--- src/rtl/pwm_pkg.sv ---
// pwm_pkg: default PWM geometry, counter width helper and duty clamp shared by pwm_gen and pwm_prescaler
package pwm_pkg;
  localparam int unsigned PRESCALE_DEF = 10;
  localparam int unsigned STEPS_DEF = 100;
  localparam int unsigned PAR_W_DEF = 32;
  function automatic int unsigned cnt_w(input int unsigned n);
    return n > 1 ? $clog2(n) : 1;
  endfunction
  function automatic logic [31:0] duty_clamp(input logic [63:0] par, input int unsigned steps);
    return par >= 64'(steps) ? steps : par[31:0];
  endfunction
endpackage

--- src/rtl/pwm_prescaler.sv ---
// pwm_prescaler: free-running 0..PRESCALE-1 counter (sclk, rst in; pre_cnt, tick out) with tick on the last count
module pwm_prescaler import pwm_pkg::*; #(
  parameter int unsigned PRESCALE = PRESCALE_DEF,
  localparam int unsigned PRE_W = cnt_w(PRESCALE)
) (
  input  logic             sclk,
  input  logic             rst,
  output logic [PRE_W-1:0] pre_cnt,
  output logic             tick
);
  assign tick = pre_cnt == PRE_W'(PRESCALE - 1);
  always_ff @(posedge sclk)
    pre_cnt <= rst || tick ? '0 : pre_cnt + 1'b1;
endmodule

--- src/rtl/pwm_gen.sv ---
// pwm_gen: percent-duty PWM (sclk, rst, pwm_par in; pwm_out out); define PWM_SHADOW_EN to apply duty changes only at period start
module pwm_gen import pwm_pkg::*; #(
  parameter int unsigned PRESCALE = PRESCALE_DEF,
  parameter int unsigned STEPS = STEPS_DEF,
  parameter int unsigned PAR_W = PAR_W_DEF,
  localparam int unsigned PRE_W = cnt_w(PRESCALE),
  localparam int unsigned STEP_W = cnt_w(STEPS),
  localparam int unsigned DUTY_W = $clog2(STEPS + 1)
) (
  input  logic             sclk,
  input  logic             rst,
  input  logic [PAR_W-1:0] pwm_par,
  output logic             pwm_out
);
  logic [PRE_W-1:0] pre_cnt;
  logic tick, period_start;
  logic [STEP_W-1:0] step_cnt;
  logic [DUTY_W-1:0] duty_eff, duty_q, duty_cmp, duty_d;
  pwm_prescaler #(.PRESCALE(PRESCALE)) u_pre (.sclk(sclk), .rst(rst), .pre_cnt(pre_cnt), .tick(tick));
  assign period_start = pre_cnt == '0 && step_cnt == '0;
  assign duty_eff = DUTY_W'(duty_clamp(64'(pwm_par), STEPS));
`ifdef PWM_SHADOW_EN
  assign duty_cmp = period_start ? duty_eff : duty_q;
  assign duty_d = duty_cmp;
`else
  assign duty_cmp = duty_q;
  assign duty_d = duty_eff;
`endif
  always_ff @(posedge sclk) begin
    step_cnt <= rst ? '0 : !tick ? step_cnt : step_cnt == STEP_W'(STEPS - 1) ? '0 : step_cnt + 1'b1;
    duty_q <= rst ? '0 : duty_d;
    pwm_out <= !rst && DUTY_W'(step_cnt) < duty_cmp;
  end
endmodule

--- config.mk ---
export PLATFORM = sky130hd
export DESIGN_NAME = pwm_gen
export DESIGN_NICKNAME = d
export VERILOG_FILES = /design/src/rtl/pwm_pkg.sv /design/src/rtl/pwm_prescaler.sv /design/src/rtl/pwm_gen.sv
export SDC_FILE = /design/constraint.sdc
export NUM_CORES = 1
export LEC_CHECK = 0
export ABC_AREA = 1
export ABC_CLOCK_PERIOD_IN_PS = 1700
export CAP_MARGIN = 20
export CORE_AREA = 2 2 52 54
export DETAILED_ROUTE_END_ITERATION = 10
export DIE_AREA = 0 0 54 56
export PLACE_DENSITY = 0.77
export SLEW_MARGIN = 20
export SYNTH_ARGS = -nofsm -noshare
export SYNTH_HDL_FRONTEND = slang
export SYNTH_SLANG_ARGS = --single-unit
--- constraint.sdc ---
create_clock -name sclk -period 1.7 [get_ports sclk]
set_input_delay 0.17 -clock sclk [delete_from_list [all_inputs] [get_ports sclk]]
set_output_delay 0.17 -clock sclk [all_outputs]
set_load 0.05 [all_outputs]
==> results of run 1 <==
routing by layer:
metal	GRT usage, %	vias up	routed length, microns
met5	0	-	0
met2	28.2	41	1020
met4	8.57	0	52
li1	-	525	-
met3	2.69	5	143
met1	17.5	447	837
cell usage in the layout (no fill, tap or decap), types with 4 or more instances in the layout:
| master | instances |
|---|---|
| a21oi_1 | 9 |
| clkdlybuf4s50_1 | 34 |
| dfxtp_1 | 19 |
| ha_1 | 9 |
| inv_1 | 23 |
| nand2_1 | 21 |
| nand3_1 | 8 |
| nor2_1 | 27 |
| nor2_2 | 4 |
power breakdown:
| part | internal (uW) | switching [uW] | leakage (uW) |
|---|---|---|---|
| combinational | 91.2 | 49.2 | 0.000462 |
| sequential | 456 | 7.37 | 0.000155 |
| clock | 87.7 | 138 | 0.0000177 |
kinds of logic (layout without fill, tap and decap cells):
| group | Yosys count | in the layout | share of synthesized area, % |
|---|---|---|---|
| buf+inv | 25 | 63 | 9.92 |
| compound gates | 14 | 14 | 7.38 |
| simple gates | 74 | 74 | 34.2 |
| flops | 19 | 19 | 36.8 |
| xor+xnor | 1 | 1 | 0.847 |
| fa+ha+maj | 9 | 9 | 10.9 |
area by class of cell:
cell class                 instances  area share (%)
clock buffer                       3            1.56
clock inverter                     1           0.348
inverter                          24            6.60
multi-input combinational         98            38.3
sequential                        19            26.4
tap                               30            2.61
timing repair buffer              35            24.2
sequential cells by signal, indices dropped and copies added (netlist names):
name           count
duty_cmp           7
step_cnt           7
pwm_out            1
u_pre.pre_cnt      4
per-stage QoR:
| step | cells | utilization (%) | setup slack [ns] | hold slack [ns] |
|---|---|---|---|---|
| finish | 210 | 59.2 | 0.126 | 0.378 |
| global route | 210 | 59.2 | 0.0489 | 0.376 |
| CTS | 210 | 59.2 | 0.100 | 0.366 |
| detailed placement | 206 | 58.1 | 0.294 | 0.465 |
| global placement | 206 | 58.1 | 0.323 | 0.447 |
| floorplan | 142 | - | 0.471 | 0.282 |
how the worst max path moves through the flow:
stage / startpoint / to / slack (ns) / depth (start not counted)
global route: pwm_out / pwm_out / 0.05 / 1
CTS: pwm_out / pwm_out / 0.10 / 1
global placement: u_pre.pre_cnt[0] / step_cnt[6] / 0.32 / 8
finish: pwm_out / pwm_out / 0.13 / 1
detailed placement: u_pre.pre_cnt[0] / step_cnt[6] / 0.29 / 8
floorplan: u_pre.pre_cnt[0] / step_cnt[6] / 0.47 / 8
worst reg2reg max path, delay by kind of cell, from the launching register on:
family | cells | cell delay (ns)
flip-flops | 1 | 0.40
AND/OR/NAND/NOR | 7 | 0.71
adder cells (fa/ha/maj) | 1 | 0.21
==> implementation parameters, run 1 <==
Parameter                              Value

Synthesis
  Post-synth design cell area ... just over 1000 sq um
  Dominant cell by count in the synthesized netlist ... nor2_1
  Commonest cells in the netlist ... nor2_1, inv_1, nand2_1
  Yosys synthesis warning count ... 0
  Unique masters post-synth ... 24
  Proportion of netlist area held by the largest area contributor ... between 30% and 40%
  Largest cells by area after synthesis ... dfxtp_1, ha_1, nor2_1
  Synth Flop Type ... dfxtp_1
  Number of enable-type register cells in the synthesized netlist ... 0
  Share of synthesized area occupied by flip-flops and latches ... 36.8%
  Syn avg cell area ... between 7 and 8 sq um
  Total of flip-flops plus latches after synthesis ... 19
  Post-Syn Instances ... 142
  Fraction of registers with async set or reset after synthesis ... 0%
  Dominant cell type by area after synthesis ... dfxtp_1
  Synth Net Count ... 185

Clock tree
  Clock Sink Count ... 19
  Max H-tree Level ... 1
  Post-CTS Hold Fix Bufs ... 0
  CTS Root Buffer Type ... clkbuf_4
  Post-cts repair resize count ... 0
  Clk_lat worst skew ... 0.30 ns
  Clock tree from TritonCTS ... done
  TritonCTS buffer count ... 3
  Clock transition at path regs ... approximately 0.11 ns
  Largest buffer count on any clock path ... 2
  Number of buffers inserted to repair setup after CTS ... 0

Worst setup path
  Kind of end point of the critical path ... primary output
  Data required time at the worst endpoint ... between 1.5 and 2 ns
  Crit path launch type ... flop
  CP peak stage delay ... a little under 0.8 ns
  Critical path class ... flop to primary output
  Slack of the worst reg-to-reg path ... 0.28 ns
  Endpoint of the lowest-slack register-to-register path ... step_cnt[6]
  Buffers & Inverters on Critical Path ... 1
  Biggest fanout along the worst timing path ... 1
  Ordered list of cells on the worst path ... clkdlybuf4s50_1
  Slowest-stage cell, CP ... clkdlybuf4s50_1
  Reg-to-Reg Start ... u_pre.pre_cnt[0]
  Critical path arrival ... 1.40 ns
  Worst-case reg-to-reg path depth ... 8
  Largest delay share family, worst path ... buffers and inverters

Cells and area
  Layout filler cell count ... about 230
  Fraction of layout instances using a drive strength above 1 ... 8.89%
  Net total in the final layout ... 224
  Final standard cell area without fillers ... roughly 1400 sq um
  Area growth from synthesis to layout ... 39.2%
  FF/Latch Area ... between 300 and 400 sq um
  ANT cells ... 0
  Area occupied by multi-input gates ... 552 sq um

Run status
  Outcome ... complete, no violations

Hold path
  Cell count of the worst hold path ... 3
  Class of the tightest hold or removal check ... input port to flop
  Critical hold path startpoint ... pwm_par[1]
  Hold Path End ... duty_cmp[1]

Floorplan
  Ports placed on the boundary ... 35
  Number of core rows ... 18
  Initial cell density of the core ... between 40% and 50%
  Chip width ... 54 microns
  Full die area ... 3020 sq um
  Die boundary height ... around 56 microns
  Core region area ... roughly 2400 sq um

Placed design
  Post-placement cell area ... 1410 sq um
  Count of buffers inserted at the top-level ports ... 34
  GP Congestion ... between 0.7 and 0.8
  Total half-perimeter wirelength after legalization and detailed placement ... roughly 1800 microns

Drt
  # DRC ... 0
  DR iter-0 viols ... 19
  Sum of routed wire length over all layers ... just over 2000 microns
  Drt via density ... between 4 and 5
  Number of optimization iterations in the first detailed-route pass ... 4
  Number of nets still failing antenna checks after routing ... 0
  Wirelength per Cell ... just under 10 microns
  Via count ... 1018

Timing
  Final Setup Violations ... 0
  Final count of pins violating max slew ... 0
  Actual transition at the worst max-transition pin ... slightly below 0.5 ns
  Final clock period utilization by the worst path ... roughly 93%
  Worst-case clock skew ... 0.00834 ns
  Endpoints failing hold ... 0
  Setup repair after global routing missed its margin ... no
  Achievable Freq ... approximately 0.64 GHz
  Headroom to the max-slew limit ... between 60% and 70%
  Final sum of negative setup slack ... 0 ns
  Clock period minus final worst setup slack ... around 1.6 ns

Job
  Max-cap check violation count ... 0

GRT
  First-pass GRT wire length ... between 3000 and 4000 microns
  Number of antenna violations at the first check in global routing ... 0
  GR Util All Layers ... 16.1%
  Overflow after GRT ... 0
  Vias in the first global route ... ~1000
  Largest net degree at the start of global routing ... 12

Pwr
  PwrDens ... slightly below 600 nW/um^2
  Peak supply drop ... slightly above 0.5 mV
  Leakage power figure ... approximately 0.00063 uW
  Total power ... around 830 uW
No activity file was read; power rests on OpenSTA's default activity.
==> run 2, diff against run 1 <==
- GPL_TIMING_DRIVEN: not set -> 1
==> results of run 2 <==
Final layout, timing and power as in run 1 (identical DEF).
==> run 3, diff against run 2 <==
- GPL_ROUTABILITY_DRIVEN: not set -> 0
==> results of run 3 <==
Final layout, timing and power as in run 1 (identical DEF).
